### src/rtl/rescale_pkg.sv
// Shared constants and FSM encoding for the bilinear rescale fetch controller.
package rescale_pkg;

    localparam int          FRAC_BITS  = 5;
    localparam logic [15:0] ONE        = 16'd32;
    localparam int          ADDR_W_DEF = 19;
    localparam int          DIM_W_DEF  = 11;

    typedef enum logic [3:0] {
        IDLE, COORD, RD0, WT0, RD1, WT1, RD2, WT2, RD3, WT3, EMIT, FIN
    } state_t;

endpackage

### src/rtl/rescale_weight_gen.sv
// Bilinear weights from the Q11.5 fractional parts of the row/column positions.
module rescale_weight_gen
    import rescale_pkg::*;
(
    input  logic [FRAC_BITS-1:0] dr,
    input  logic [FRAC_BITS-1:0] dc,
    output logic [15:0]          m3,
    output logic [15:0]          m4,
    output logic [15:0]          m5,
    output logic [15:0]          m6
);

    logic [15:0] fr, fc, gr, gc;
    logic [15:0] p3, p4, p5, p6;

    // Products never exceed 32*32, so 16-bit arithmetic cannot overflow.
    always_comb begin
        fr = 16'(dr);
        fc = 16'(dc);
        gr = ONE - fr;
        gc = ONE - fc;
        p3 = gr * gc;
        p4 = fr * gc;
        p5 = gr * fc;
        p6 = fr * fc;
        m3 = p3 >> FRAC_BITS;
        m4 = p4 >> FRAC_BITS;
        m5 = p5 >> FRAC_BITS;
        m6 = p6 >> FRAC_BITS;
    end

endmodule

### src/rtl/rescale_fetch_ctrl.sv
// Walks the destination frame, fetches the four source neighbours of each
// pixel one read at a time and presents them with their bilinear weights.
module rescale_fetch_ctrl
    import rescale_pkg::*;
#(
    parameter int ADDR_W = ADDR_W_DEF,
    parameter int DIM_W  = DIM_W_DEF
) (
    input  logic              clk,
    input  logic              reset,
    input  logic              start,
    input  logic [DIM_W-1:0]  src_w,
    input  logic [DIM_W-1:0]  src_h,
    input  logic [DIM_W-1:0]  dst_w,
    input  logic [DIM_W-1:0]  dst_h,
    input  logic [15:0]       step_r,
    input  logic [15:0]       step_c,
    output logic              busy,
    output logic              done,
    output logic              rd_req,
    output logic [ADDR_W-1:0] rd_addr,
    input  logic              rd_valid,
    input  logic [15:0]       rd_data,
    output logic [15:0]       n0,
    output logic [15:0]       n1,
    output logic [15:0]       n2,
    output logic [15:0]       n3,
    output logic [15:0]       m3,
    output logic [15:0]       m4,
    output logic [15:0]       m5,
    output logic [15:0]       m6,
    output logic              out_valid,
    input  logic              out_ready,
    output logic              out_last
);

    localparam int CW = (DIM_W > 16 - FRAC_BITS) ? DIM_W : 16 - FRAC_BITS;

    state_t state_q, state_d;

    logic [DIM_W-1:0]  src_w_q, src_h_q, dst_w_q, dst_h_q;
    logic [15:0]       step_r_q, step_c_q, acc_r_q, acc_c_q;
    logic [DIM_W-1:0]  row_q, col_q;
    logic [ADDR_W-1:0] addr_q [4];
    logic [ADDR_W-1:0] addr_d [4];
    logic [15:0]       n_q [4];
    logic [15:0]       m_q [4];
    logic [15:0]       wm [4];
    logic              done_q;

    logic [CW-1:0]     r0_raw, c0_raw, h_max, w_max, r0, c0, r1, c1;
    logic              col_end, last_px;

    function automatic logic [ADDR_W-1:0] pix_addr(input logic [CW-1:0] r,
                                                   input logic [CW-1:0] c,
                                                   input logic [DIM_W-1:0] w);
        return ADDR_W'(r) * ADDR_W'(w) + ADDR_W'(c);
    endfunction

    rescale_weight_gen u_wgen (
        .dr (acc_r_q[FRAC_BITS-1:0]),
        .dc (acc_c_q[FRAC_BITS-1:0]),
        .m3 (wm[0]),
        .m4 (wm[1]),
        .m5 (wm[2]),
        .m6 (wm[3])
    );

    // Integer parts clamp to the frame edge; fractions stay as accumulated.
    always_comb begin
        r0_raw    = CW'(acc_r_q[15:FRAC_BITS]);
        c0_raw    = CW'(acc_c_q[15:FRAC_BITS]);
        h_max     = CW'(src_h_q) - CW'(1);
        w_max     = CW'(src_w_q) - CW'(1);
        r0        = (r0_raw > h_max) ? h_max : r0_raw;
        c0        = (c0_raw > w_max) ? w_max : c0_raw;
        r1        = (r0 < h_max) ? r0 + CW'(1) : h_max;
        c1        = (c0 < w_max) ? c0 + CW'(1) : w_max;
        addr_d[0] = pix_addr(r0, c0, src_w_q);
        addr_d[1] = pix_addr(r1, c0, src_w_q);
        addr_d[2] = pix_addr(r0, c1, src_w_q);
        addr_d[3] = pix_addr(r1, c1, src_w_q);
    end

    assign col_end = (col_q == dst_w_q - DIM_W'(1));
    assign last_px = col_end && (row_q == dst_h_q - DIM_W'(1));

    always_ff @(posedge clk or posedge reset) begin
        if (reset) state_q <= IDLE;
        else       state_q <= state_d;
    end

    always_comb begin
        state_d = state_q;
        case (state_q)
            IDLE:    if (start) state_d = (dst_w == '0 || dst_h == '0) ? FIN : COORD;
            COORD:   state_d = RD0;
            RD0:     state_d = WT0;
            WT0:     if (rd_valid) state_d = RD1;
            RD1:     state_d = WT1;
            WT1:     if (rd_valid) state_d = RD2;
            RD2:     state_d = WT2;
            WT2:     if (rd_valid) state_d = RD3;
            RD3:     state_d = WT3;
            WT3:     if (rd_valid) state_d = EMIT;
            EMIT:    if (out_ready) state_d = last_px ? FIN : COORD;
            FIN:     state_d = IDLE;
            default: state_d = IDLE;
        endcase
    end

    always_ff @(posedge clk or posedge reset) begin
        if (reset) begin
            src_w_q  <= '0;
            src_h_q  <= '0;
            dst_w_q  <= '0;
            dst_h_q  <= '0;
            step_r_q <= '0;
            step_c_q <= '0;
            acc_r_q  <= '0;
            acc_c_q  <= '0;
            row_q    <= '0;
            col_q    <= '0;
            done_q   <= 1'b0;
            for (int k = 0; k < 4; k++) begin
                addr_q[k] <= '0;
                n_q[k]    <= '0;
                m_q[k]    <= '0;
            end
        end else begin
            done_q <= (state_q == FIN);
            case (state_q)
                IDLE: if (start) begin
                    src_w_q  <= src_w;
                    src_h_q  <= src_h;
                    dst_w_q  <= dst_w;
                    dst_h_q  <= dst_h;
                    step_r_q <= step_r;
                    step_c_q <= step_c;
                    acc_r_q  <= '0;
                    acc_c_q  <= '0;
                    row_q    <= '0;
                    col_q    <= '0;
                end
                COORD: begin
                    addr_q <= addr_d;
                    m_q    <= wm;
                end
                WT0: if (rd_valid) n_q[0] <= rd_data;
                WT1: if (rd_valid) n_q[1] <= rd_data;
                WT2: if (rd_valid) n_q[2] <= rd_data;
                WT3: if (rd_valid) n_q[3] <= rd_data;
                EMIT: if (out_ready) begin
                    if (col_end) begin
                        col_q   <= '0;
                        acc_c_q <= '0;
                        row_q   <= row_q + DIM_W'(1);
                        acc_r_q <= acc_r_q + step_r_q;
                    end else begin
                        col_q   <= col_q + DIM_W'(1);
                        acc_c_q <= acc_c_q + step_c_q;
                    end
                end
                default: ;
            endcase
        end
    end

    always_comb begin
        busy      = (state_q != IDLE);
        rd_req    = 1'b0;
        rd_addr   = '0;
        out_valid = 1'b0;
        out_last  = 1'b0;
        case (state_q)
            RD0:     begin rd_req = 1'b1; rd_addr = addr_q[0]; end
            RD1:     begin rd_req = 1'b1; rd_addr = addr_q[1]; end
            RD2:     begin rd_req = 1'b1; rd_addr = addr_q[2]; end
            RD3:     begin rd_req = 1'b1; rd_addr = addr_q[3]; end
            EMIT:    begin out_valid = 1'b1; out_last = last_px; end
            default: ;
        endcase
    end

    assign done = done_q;
    assign n0 = n_q[0];
    assign n1 = n_q[1];
    assign n2 = n_q[2];
    assign n3 = n_q[3];
    assign m3 = m_q[0];
    assign m4 = m_q[1];
    assign m5 = m_q[2];
    assign m6 = m_q[3];

endmodule

### config.mk
export PLATFORM = sky130hd
export DESIGN_NAME = rescale_fetch_ctrl
export DESIGN_NICKNAME = d
export VERILOG_FILES = /design/src/rtl/rescale_pkg.sv /design/src/rtl/rescale_weight_gen.sv /design/src/rtl/rescale_fetch_ctrl.sv
export SDC_FILE = /design/constraint.sdc
export NUM_CORES = 2
export LEC_CHECK = 0
export BUFFER_PORTS_ARGS = -buffer_cell sky130_fd_sc_hd__buf_4
export CAP_MARGIN = 20
export CELL_PAD_IN_SITES_DETAIL_PLACEMENT = 0
export CELL_PAD_IN_SITES_GLOBAL_PLACEMENT = 2
export CORE_ASPECT_RATIO = 0.5
export CORE_MARGIN = 5
export CORE_UTILIZATION = 39
export CTS_CLUSTER_SIZE = 40
export DETAILED_ROUTE_END_ITERATION = 8
export PLACE_DENSITY_LB_ADDON = 0.1
export SLEW_MARGIN = 0
export SYNTH_ARGS = -nofsm -noshare
export SYNTH_HDL_FRONTEND = slang
export SYNTH_SLANG_ARGS = --single-unit
### constraint.sdc
create_clock -name clk -period 14.6 [get_ports clk]
set_input_delay 0.73 -clock clk [delete_from_list [all_inputs] [get_ports clk]]
set_output_delay 0.73 -clock clk [all_outputs]
set_load 0.005 [all_outputs]
[Word level (Yosys, flattened, before mapping)]
Index checks and enable logic that the tools add are counted.
Cells by class
  reduce and logical (&&, ||, !) cells: 16
  mux-type cells: 31
  $lt $le $gt $ge: 4
  $add $sub $neg: 16
  equal/unequal tests: 20
  multipliers: 6
Operators by type and width (count)
  2-to-1 mux 11 bit: 9
  2-to-1 mux 16 bit: 5
  adder 19 x 11 -> 19 bit: 4
  case mux 19 bit (4 select lines): 1
  case mux 16 bit (2 select lines): 2
  adder 11 x 1 -> 11 bit, second input constant: 4
  case mux 11 bit (2 select lines): 2
  case mux 4 bit (11 select lines): 1
  subtractor 11 x 1 -> 11 bit, second input constant: 4
  multiplier 11 x 11 -> 19 bit: 2
  adder 16 bit: 2
  2-to-1 mux 4 bit: 8
  == test 11 bit: 2
  > comparator 11 bit: 2
  zero test 11 bit: 2
  < comparator 11 bit: 2
  == test 4 x 3 -> 1 bit, second input constant: 4
  == test 4 bit, second input constant: 4
  multiplier 16 x 16 -> 16 bit: 1
  multiplier 16 x 5 -> 16 bit: 1
  multiplier 5 x 16 -> 16 bit: 1
  != test 2 bit, second input constant: 7
  subtractor 6 x 5 -> 7 bit, first input constant: 2
  multiplier 5 x 5 -> 10 bit: 1
  13 further kinds: 20
Storage, ports and cells
  input bits: 97
  output and inout port bits: 152
  word-level logic and storage cells: 117
  flip-flop bits (word level): 313

[Longest topological paths before layout]
  depth in word-level cells: 7
  gate-level depth with buffers: 51
  mapped depth without buffers: 46

[Cells and area by module]
Synthesis repeated with hierarchy kept, for this count alone.
Unflattened totals
  cells, all modules: 3463
  area total of the unflattened synthesis: 30616.9 um2
By module, submodules not included
  rescale_fetch_ctrl: instances 1, sequential area each 8483.1 um2, cells each 2981, area an instance 26634.3 um2
  rescale_weight_gen: instances 1, sequential area each 0.0 um2, cells each 482, area an instance 3982.6 um2

[Least setup slack after synthesis]
OpenSTA, ideal clock, no wires.
  kind: reg-to-reg
  start point: reg src_h_q[0]
  end point: reg addr_q[18] (netlist bit)
  cell stages (with the launch flop): 51
  arrival time: 10886 ps
  path slack: 3584 ps
  path buffers: 5
  cells stage by stage: dfrtp_1 > inv_1 > ha_1 > nor4b_2 > nand2_1 > nor3_1 > xnor2_1 > ha_1 > inv_1 > or4b_1 > or4b_1 > buf_2 > nand2_1 > clkbuf_1 > nand2_1 > o21ai_0 > clkbuf_1 > ha_1 > [15 not listed] > fa_1 > inv_1 > fa_1 > inv_1 > fa_1 > inv_1 > ha_1 > a21o_1 > a31o_2 > a41oi_1 > nor2b_1 > xnor2_1 > inv_1 > nor2_1 > o21ai_0 > nor3_1 > xnor2_1 > o21ai_1
Between the ends
  longest elaborated chain between the ends: 7
Ends and longest elaborated chain
  start: declaration: line rescale_fetch_ctrl.sv:41  | logic [DIM_W-1:0] src_w_q, src_h_q, dst_w_q, dst_h_q;
  start signal: assignment: line rescale_fetch_ctrl.sv:135  | src_h_q <= src_h;
  subtractor 11 x 1 -> 11 bit (*): line rescale_fetch_ctrl.sv:73  | h_max = CW'(src_h_q) - CW'(1);
  > comparator 11 bit: line rescale_fetch_ctrl.sv:75  | r0 = (r0_raw > h_max) ? h_max : r0_raw;
  2-to-1 mux 11 bit: line rescale_fetch_ctrl.sv:75
  adder 11 x 1 -> 11 bit / < comparator 11 bit (equally long branches): line rescale_fetch_ctrl.sv:77  | r1 = (r0 < h_max) ? r0 + CW'(1) : h_max;
  2-to-1 mux 11 bit (*): line rescale_fetch_ctrl.sv:77
  multiplier 11 x 11 -> 19 bit (*): line rescale_fetch_ctrl.sv:57  | return ADDR_W'(r) * ADDR_W'(w) + ADDR_W'(c);
  adder 19 x 11 -> 19 bit (*): line rescale_fetch_ctrl.sv:57
  end signal: assignment: line rescale_fetch_ctrl.sv:146  | addr_q <= addr_d;
  end: declaration: line rescale_fetch_ctrl.sv:44  | logic [ADDR_W-1:0] addr_q [4];
Mark *: on every way between the ends. The rest lies on a longest branch, timed or not.
A chain may end at the register's enable or synchronous reset.

[Final worst setup path]
  start point: reg src_h_q[0]
  end point: reg addr_q[55] (netlist bit)
Same word-level chain as after synthesis.

==> metrics.csv <==
metric,value,unit
outcome,finished clean,
Post-synth ARST share,100,%
gpl congestion,0.837,
Die Ht,204,um
HP Class,input port to asynchronous set/reset pin,
initial antenna violation count,1,
count of input and output buffers,212,
Worst path most repeated cell,nand2_1,
initial core utilization,39.2,%
slowest CP cell,a21oi_1,
CP Data Arrival Time,12.97,ns
Ports,249,
DIE AREA,81200,um^2
largest net degree at the start of global routing,144,
fraction of layout cells with a size suffix above 1,12.5,%
Finish-stage setup viols,0,
TNS Setup,0,ns
Synth Area per Inst,8.89,um^2
Mapped Cells,3301,
crit path time final,12.58,ns
depth of the CTS H-tree,2,
Max-Cap Viols,0,
drt drc,0,
Final Cycle Share,86.2,%
Synth cell types,90,
Detail Route Antenna Nets,0,
post-cts sizing count,0,
all-layer global routing usage,21.0,%
Max clock buf depth,3,
vias in the first global route,23800,
final wirelength,83400,um
Post-CTS Setup Bufs,0,
Synth Warn #,0,
Post-synth EDFFs,0,
TritonCTS Buffers,35,
die width,398,um
Worst Path Buf+Inv,5,
max-slew violations,0,
Clk Tree Root Cell,clkbuf_16,
core footprint,74900,um^2
Top delay family on crit path,simple AND/OR/NAND/NOR gates,
Nets,4079,
Worst-path clk slew,0.07,ns
RSZ-0062 raised after global routing,false,
"Primary FF master, synth",dfrtp_1,
FP Rows,71,
DP HPWL,64700,um
DR WL/cell,18.5,um
CTS Hold Buffers Added,0,
post-detailed-route via-to-cell ratio,5.03,
grt total ovfl,0,
"Clk Latency, worst-skew pair",0.56,ns
Post-Syn Area,29400,um^2
Setup crit start kind,register,
area grow syn2layout,13.0,%
first-pass GRT wire length,135000,um
Via Count,22700,
drt pass-1 iters,5,
CP Class,register to register,
CP Capture Type,register,
CTS tree,yes,
worst-margin pin slew,1.11,ns
peak fanout along the critical path,21,
Seq cells post-synth,303,
Hold Fails Final Rpt,0,
fmax,79.5,MHz
initial drt markers,1178,
Slowest Stage Delay on Critical Path,0.90,ns
"Data required, critical path",14.98,ns
share of the yosys chip area belonging to registers,25.8,%
clock skew,0.0275,ns
Rel. slew slack,26.3,%
TritonCTS Sinks,303,
-- through the flow --
stage	util (%)	std cells	setup WS, ns	hold slack [ns]	area, um^2
after floorplan	-	3336	3.58	0.449	29500
after detailed placement	42.7	4445	1.80	0.471	32000
final	44.3	4511	2.02	0.320	33200
after global routing	44.3	4509	0.875	0.342	33200
after global placement	42.7	4443	1.85	0.463	31900
after CTS	44.3	4506	1.76	0.326	33200
-- placed cells by master, fill, tap and decap left out, drive strengths merged, types with 21 or more instances in the layout --
| master | count |
|---|---|
| a21o | 35 |
| a21oi | 130 |
| a22oi | 39 |
| and2 | 176 |
| and3 | 30 |
| buf | 261 |
| clkbuf | 47 |
| conb | 36 |
| dfrtp | 303 |
| fa | 207 |
| ha | 313 |
| inv | 367 |
| mux2 | 78 |
| nand2 | 577 |
| nand3 | 30 |
| nor2 | 92 |
| nor2b | 23 |
| nor3 | 46 |
| o21a | 21 |
| o21ai | 181 |
| o21bai | 34 |
| o31ai | 24 |
| xnor2 | 150 |
| xor2 | 74 |
-- state kept, by name (all words and copies together) (netlist names), 16 cells and up --
name	flops
acc_c_q	16
acc_r_q	16
addr_q	76
n0	16
n1	16
n2	16
n3	16
step_c_q	16
step_r_q	16
-- path summary, 6_finish.rpt --
path,depth (start not counted),startpoint,slack (ns),endpoint
worst max-delay path,42,src_h_q[0],2.02,addr_q[55]
worst min-delay path,2,reset,0.32,n2[1]
worst max register to register,42,src_h_q[0],2.02,addr_q[55]
worst min register to register,2,m3[0],0.48,m3[0]
max in group asynchronous,3,reset,12.81,addr_q[15]
min in group clk,3,step_r[9],0.36,step_r_q[9]
-- synthesized netlist by cell type, types with 44 or more instances --
master      n  area [um^2]
o21ai_0   172          861
inv_1     367         1380
fa_1      207         4140
and2_1    175         1090
ha_1      313         3920
mux2_2     78          878
xor2_1     74          648
nand2_1   577         2170
a21oi_1   130          651
dfrtp_1   303         7580
nor3_1     44          220
clkbuf_1  122          458
xnor2_1   150         1310
nor2_1     91          342
-- routing by layer --
layer	global-route usage, %	wire, um	vias up
met2	32.7	35800	341
met5	0	0	-
met3	3.81	4140	59
li1	-	-	11100
met1	31.2	42500	11100
met4	2.80	920	0
-- logic make-up after synthesis --
| kind of cell | Yosys count | share of synthesized area (%) |
|---|---|---|
| simple gates | 1077 | 17.3 |
| buf+inv | 541 | 7.50 |
| compound gates | 536 | 11.4 |
| fa+ha+maj | 521 | 27.5 |
| flops | 303 | 25.8 |
| xor+xnor | 226 | 6.84 |
| mux | 96 | 3.61 |
| other cells | 1 | 0.0128 |
-- final cells by class --
type	instances	area, um^2
Antenna cell	3	7.51
Clock buffer	47	1000
Clock inverter	14	186
Fill cell	7510	41700
Inverter	369	1390
Multi-Input combinational cell	2492	19800
Sequential cell	303	7580
Tap cell	1022	1280
Timing Repair Buffer	261	1980
Power is left out: the tool's default activity adds up to more than one toggle a clock period on the data nets, which glitch-free logic cannot reach.
